### src/rtl/gf180mcu_fd_sc_mcu9t5v0__rrarb3.sv
// Purpose: three-requester round-robin arbiter with bounded hold time and a one-cycle gap between grants.
// Latency: one edge from sampled request to grant (from IDLE or GAP); every output is registered.
// Backpressure: level-sensitive requests, nothing is latched; the holder is revoked after MAXHOLD cycles.
//
// Ports:
//   CLK              clock, all state changes on the rising edge
//   RN               synchronous active-low reset, dominates all other inputs
//   REQ1..REQ3       request lines, held high while access is wanted
//   GNT1..GNT3       registered one-hot grants (at most one high)
//   BUSY             registered, high exactly when any grant is high
//   TMO              registered one-cycle pulse when the hold limit revokes a grant
//   VDD, VSS         power pins, only with USE_POWER_PINS
//
// MAXHOLD must lie in 1..2^CW-1 so the hold counter never wraps.
module gf180mcu_fd_sc_mcu9t5v0__rrarb3 #(
    parameter int CW      = 8,
    parameter int MAXHOLD = 8
) (
`ifdef USE_POWER_PINS
    inout  wire  VDD,
    inout  wire  VSS,
`endif
    input  logic CLK,
    input  logic RN,
    input  logic REQ1,
    input  logic REQ2,
    input  logic REQ3,
    output logic GNT1,
    output logic GNT2,
    output logic GNT3,
    output logic BUSY,
    output logic TMO
);

    localparam logic [1:0] S_IDLE  = 2'd0;
    localparam logic [1:0] S_GRANT = 2'd1;
    localparam logic [1:0] S_GAP   = 2'd2;

    localparam logic [CW-1:0] CNT_MAX = CW'(MAXHOLD);

    logic [1:0]    state_q, state_d;
    logic [1:0]    ptr_q, ptr_d;      // last granted requester, 1..3
    logic [CW-1:0] cnt_q, cnt_d;      // cycles spent in the current tenure
    logic [2:0]    gnt_q, gnt_d;      // bit 0 = requester 1
    logic          busy_q;
    logic          tmo_q, tmo_d;
    logic [2:0]    req;
    logic [1:0]    pick;              // 0 = nobody requesting
    logic          hold;              // current holder still requesting

    assign req  = {REQ3, REQ2, REQ1};
    assign hold = |(gnt_q & req);

    // Cyclic scan starting just after the last winner, so the previous
    // holder always ends up with the lowest priority.
    always_comb begin
        pick = 2'd0;
        case (ptr_q)
            2'd1: begin
                if (req[1])      pick = 2'd2;
                else if (req[2]) pick = 2'd3;
                else if (req[0]) pick = 2'd1;
            end
            2'd2: begin
                if (req[2])      pick = 2'd3;
                else if (req[0]) pick = 2'd1;
                else if (req[1]) pick = 2'd2;
            end
            default: begin
                if (req[0])      pick = 2'd1;
                else if (req[1]) pick = 2'd2;
                else if (req[2]) pick = 2'd3;
            end
        endcase
    end

    always_comb begin
        state_d = state_q;
        ptr_d   = ptr_q;
        cnt_d   = cnt_q;
        gnt_d   = gnt_q;
        tmo_d   = 1'b0;
        case (state_q)
            S_GRANT: begin
                if (!hold) begin
                    // Release wins over a coincident timeout: no TMO.
                    gnt_d   = 3'b000;
                    state_d = S_GAP;
                end else if (cnt_q == CNT_MAX) begin
                    gnt_d   = 3'b000;
                    tmo_d   = 1'b1;
                    state_d = S_GAP;
                end else begin
                    cnt_d = cnt_q + CW'(1);
                end
            end
            default: begin
                // IDLE and GAP arbitrate identically; the gap is simply the
                // one all-zero cycle forced after every grant.
                if (pick != 2'd0) begin
                    state_d = S_GRANT;
                    ptr_d   = pick;
                    cnt_d   = CW'(1);
                    gnt_d   = {pick == 2'd3, pick == 2'd2, pick == 2'd1};
                end else begin
                    state_d = S_IDLE;
                    gnt_d   = 3'b000;
                end
            end
        endcase
    end

    always_ff @(posedge CLK) begin
        if (!RN) begin
            state_q <= S_IDLE;
            ptr_q   <= 2'd3;
            cnt_q   <= '0;
            gnt_q   <= 3'b000;
            busy_q  <= 1'b0;
            tmo_q   <= 1'b0;
        end else begin
            state_q <= state_d;
            ptr_q   <= ptr_d;
            cnt_q   <= cnt_d;
            gnt_q   <= gnt_d;
            busy_q  <= |gnt_d;
            tmo_q   <= tmo_d;
        end
    end

    assign GNT1 = gnt_q[0];
    assign GNT2 = gnt_q[1];
    assign GNT3 = gnt_q[2];
    assign BUSY = busy_q;
    assign TMO  = tmo_q;

endmodule

### config.mk
export PLATFORM = sky130hd
export DESIGN_NAME = gf180mcu_fd_sc_mcu9t5v0__rrarb3
export DESIGN_NICKNAME = d
export VERILOG_FILES = /design/src/rtl/gf180mcu_fd_sc_mcu9t5v0__rrarb3.sv
export SDC_FILE = /design/constraint.sdc
export NUM_CORES = 1
export LEC_CHECK = 0
export ABC_CLOCK_PERIOD_IN_PS = 1800
export BUFFER_PORTS_ARGS = -buffer_cell sky130_fd_sc_hd__clkbuf_2
export CORE_ASPECT_RATIO = 2
export CORE_MARGIN = 2
export CORE_UTILIZATION = 30
export DETAILED_ROUTE_END_ITERATION = 10
export HOLD_SLACK_MARGIN = 0.08
export PLACE_DENSITY_LB_ADDON = 0.15
export SLEW_MARGIN = 20
export SYNTH_ARGS = -nofsm -noshare
export SYNTH_HDL_FRONTEND = slang
export SYNTH_SLANG_ARGS = --single-unit
### constraint.sdc
create_clock -name CLK -period 1.8 [get_ports CLK]
set_input_delay 0.09 -clock CLK [delete_from_list [all_inputs] [get_ports CLK]]
set_output_delay 0.09 -clock CLK [all_outputs]
set_load 0.1 [all_outputs]
# Word-level counts from Yosys, hierarchy flattened
# Index checks and enable logic that the tools add are counted.
# totals
regBits	17
word_cells	49
out_inout_bits	5
inputBits	5
# classes
bitwise_logic	2
eq_ne	10
addsub	1
mux	23
n_reduce_logical	7
# op_table
cell	count
$mux W8	4
$mux W2	11
$mux W3	4
$add A8 B1 Y8 const B	1
$eq A8 B4 Y1 const B	1
$eq A2 B1 Y1 const B	3
$eq A2 B2 Y1 const B	3
$reduce_and A3 Y1	2
$reduce_or A3 Y1	2
$ne A2 B2 Y1 const B	2
$pmux W2 S2	1
$reduce_bool A2 Y1	2
$and A3 B3 Y3	1
$mux W1	3
$ne A3 B3 Y1 const B	1
$reduce_and A2 Y1	1
$not A1 Y1	1

# Longest topological paths before layout
# depth
word_depth	8
depth_mapped	7
ltp_nobuf	7

# Least setup slack after synthesis
# No wires, ideal clock.
# synth_path
kind	register to register
from	register gnt_q[0]
to	register cnt_q[2]
slack_ns	-0.256
required_time_ns	1.726
arrival_time_ns	1.982
synth_period_minus_slack_ns	2.056
path_stages_with_launch	5
setup_time_ns	0.074
cell_sequence	dfxtp_1 > a222oi_1 > a21o_2 > or3_1 > a31oi_1
# synth_via
elab_chain_cells	4
# synth_lines
item	line_no	rtl
start: declaration	44	logic [2:0] gnt_q, gnt_d;
start signal: assignment	125	gnt_q <= gnt_d;
$and A3 B3 Y3	52	assign hold = |(gnt_q & req);
$reduce_or A3 Y1	52	
$ne A2 B2 Y1 (no line)	n/a	
$reduce_and A3 Y1 (no line)	n/a	
end signal: assignment	124	cnt_q <= cnt_d;
end: declaration	43	logic [CW-1:0] cnt_q, cnt_d;
# Every way passes these cells.
# A chain may end at the register's enable or synchronous reset.

# Worst setup path in the final report
# layout_path
from	register cnt_q[0]
to	register cnt_q[0]
# layout_via
elab_chain_cells	4
word_cells_on_any_way	7
cone_classes	add/sub (1); eq/ne (2); mux (3); reduce/logical (1)
# layout_lines
item	line_no	rtl
$add A8 B1 Y8	94	cnt_d = cnt_q + CW'(1);
$mux W8	89	end else if (cnt_q == CNT_MAX) begin
$mux W8	85	if (!hold) begin
$mux W8	83	case (state_q)
# Several ways; a longest one is shown, not always the timed one. The select of a mux whose other input is x is not followed.

==> reports/qor.csv <==
stage;metric;value;unit
synth;syn_area;853;um^2
synth;synthTopCellsByCount;17 x dfxtp_1, 9 x nand2_1, 8 x a21oi_1, 6 x a31oi_1;
timing;worstMarginPinSlew;0.546;ns
layout;layout-drive-gt1-share;33.0;%
global_route;grt_first_pass_wirelength;3.57;mm
worst_setup_path;rr_endpoint;cnt_q[0]$_SDFFE_PN0P_;
layout;n_fill_cell;280;
power;p_per_area;1690;mW/mm^2
timing;fin_skew;0.00486;ns
timing;max_slew_margin;63.7;%
clocking;cts_buffers;3;
layout;design_area;0.00110;mm^2
worst_setup_path;worst_r2r_path_depth;7;
synth;synth_area_per_cell;8.98;um^2
die;die_w;41.7;um
die;coreArea;0.00274;mm^2
timing;period_share;94.5;%
worst_setup_path;critPathLaunchType;register;
power;vdd_drop_max;0.627;mV
placement;numPortBuffers;9;
worst_setup_path;cp.required;1.97;ns
synth;synth.distinct_cells;31;
placement;place_ws;-0.0107;ns
synth;yosysMostFrequentCell;dfxtp_1;
layout;num_antenna_cells;0;
placement;routabilityCongestion;0.848;
worst_setup_path;worstPathMaxFanout;8;
die;initial_core_util;31.2;%
route;drcViolationCount;0;
clocking;clockBufferDepth;2;
global_route;antenna_found_initial;0;
synth;synth_area_leaders;dfxtp_1 40%, ha_1 5.9%, a21oi_1 4.7%;
synth;async_reset_ff_share;0;%
timing;setup_ws;0.0995;ns
timing;setup_viol;0;
global_route;grt_max_degree;11;
synth;ys_seq_elements;17;
synth;ys_seq_area_share;39.9;%
clocking;clk_latency;0.25;ns
route;drtIter0Drc;28;
synth;netlist.top_cell.by_area;dfxtp_1;
timing;finalMaxSlewViolations;0;
layout;fin_nets;125;
placement;postPlaceCellArea;978;um^2
min_path;hp-class;primary input to register;
die;io_pins;10;
global_route;overflow;0;
worst_setup_path;critPathCaptureType;register;
die;rows;27;
synth;syn_inst;95;
clocking;cts.clk_slew.worst_paths;0.06;ns
timing;hold_violations;0;
worst_setup_path;cp-startpoint;cnt_q[0]$_SDFFE_PN0P_;
route;first_pass_iters;4;
clocking;cts_root_buf;clkbuf_8;
clocking;cts_tree;yes;
route;vias;802;
global_route;grt_pass1_vias;813;
clocking;cts_num_sinks;17;
worst_setup_path;worstPathArrival;1.87;ns
synth;synth_top_area_share;39.9;%
flow_run;cap_violations;0;
global_route;grtUsageTotal;14.0;%
die;fp.dieH;79.4;um
synth;synth_nets;104;
timing;min_period;1.70;ns
synth;ys.flop_type;dfxtp_1;
worst_setup_path;r2r_slack;0.1;ns
worst_setup_path;r2r_start;cnt_q[0]$_SDFFE_PN0P_;
route;wl_per_cell;14.8;um
layout;post-route-util;40.2;%
clocking;holdBufCountCts;0;
status;status;complete, no violations;
route;postRouteAntennaNets;0;
route;viasPerCell;5.57;
die;die_area;0.00331;mm^2
route;routed_wirelength;2.13;mm
worst_setup_path;criticalPathCategory;register to register;
synth;synth_edf_count;0;
timing;fmax;588;MHz
synth;ys_warn_count;0;
timing;finalSetupTns;0;ns
clocking;cts.htree.levels;1;
placement;hpwl;1.65;mm
power;finalPower;1.86;mW
layout;areaGrowthSynthToFinish;29.0;%
power;p_leak;0.456;nW
worst_setup_path;endpoint;cnt_q[0]$_SDFFE_PN0P_;
## cell families (layout without fill, tap and decap cells)
logic type / after synthesis / count (layout) / share of synthesized area, %
AO/OA/AOI/OAI: 32 / 32 / 27.0
adder cells (fa/ha/maj): 4 / 4 / 5.87
buffers and inverters: 5 / 25 / 2.34
flip-flops: 17 / 17 / 39.9
AND/OR/NAND/NOR: 37 / 37 / 24.9
## layout make-up
type / count / area [um^2] / share of cell area, %
Clock buffer: 4 / 45.0 / 4.09
Inverter: 4 / 15.0 / 1.36
Multi-Input combinational cell: 73 / 556 / 50.5
Sequential cell: 17 / 344 / 31.2
Tap cell: 29 / 36.3 / 3.30
Timing Repair Buffer: 17 / 105 / 9.55
## worst max-delay path: stages, from the launching register on
cell and delay, ns:
dfxtp_1 0.33, inv_1 0.09, ha_1 0.15, nor4bb_4 0.30
a21o_2 0.21, nor2_2 0.07, nand4b_4 0.26, o22ai_2 0.22
## how the worst min path moves through the flow
stage / from / to / depth (start not counted)
detailed placement: RN / ptr_q[1]$_SDFFE_PN1P_ / 2
finish: RN / ptr_q[1]$_SDFFE_PN1P_ / 2
floorplan: RN / ptr_q[1]$_SDFFE_PN1P_ / 2
global route: RN / ptr_q[1]$_SDFFE_PN1P_ / 2
global placement: RN / ptr_q[1]$_SDFFE_PN1P_ / 2
CTS: RN / ptr_q[1]$_SDFFE_PN1P_ / 2
## placed cells by master, fill, tap and decap left out, drive strengths merged, types with 2 or more instances in the layout
| cell type | instances |
|---|---|
| buf | 8 |
| inv | 4 |
| nor2b | 5 |
| clkbuf | 13 |
| o22ai | 2 |
| nand3 | 4 |
| nor3 | 2 |
| ha | 4 |
| nand2 | 9 |
| dfxtp | 17 |
| o21ai | 3 |
| nor2 | 7 |
| and3 | 5 |
| a31oi | 6 |
| a21o | 4 |
| a21oi | 8 |
## power by group
| part | switching [mW] | internal, mW |
|---|---|---|
| clock network | 0.130 | 0.157 |
| logic | 0.676 | 0.387 |
| registers | 0.0505 | 0.462 |
| total | 0.856 | 1.01 |
## sequential cells by signal, indices dropped and copies added (netlist names)
name and cells:
BUSY 1, cnt_q 8, state_q 2, gnt_q 3, ptr_q 2, TMO 1
## through the flow
stage	hold WS (ns)	cells
floorplan	0.344	95
global placement	0.407	138
detailed placement	0.406	138
CTS	0.149	142
global route	0.158	144
finish	0.139	144
## timing repair
action / 4_1_cts / 5_1_grt
gates cloned: 0 / 0
setup buffers: 0 / 2
setup endpoints to repair: 3 / 13
gates resized for setup: 1 / 10
pin swaps: 0 / 7
## routing by layer
metal	track usage (%)	wire, um
met1	13.8	752
met2	27.5	1300
met3	2.04	46
met4	5.81	37
met5	0	0
Power figures use the tool's default switching activity.
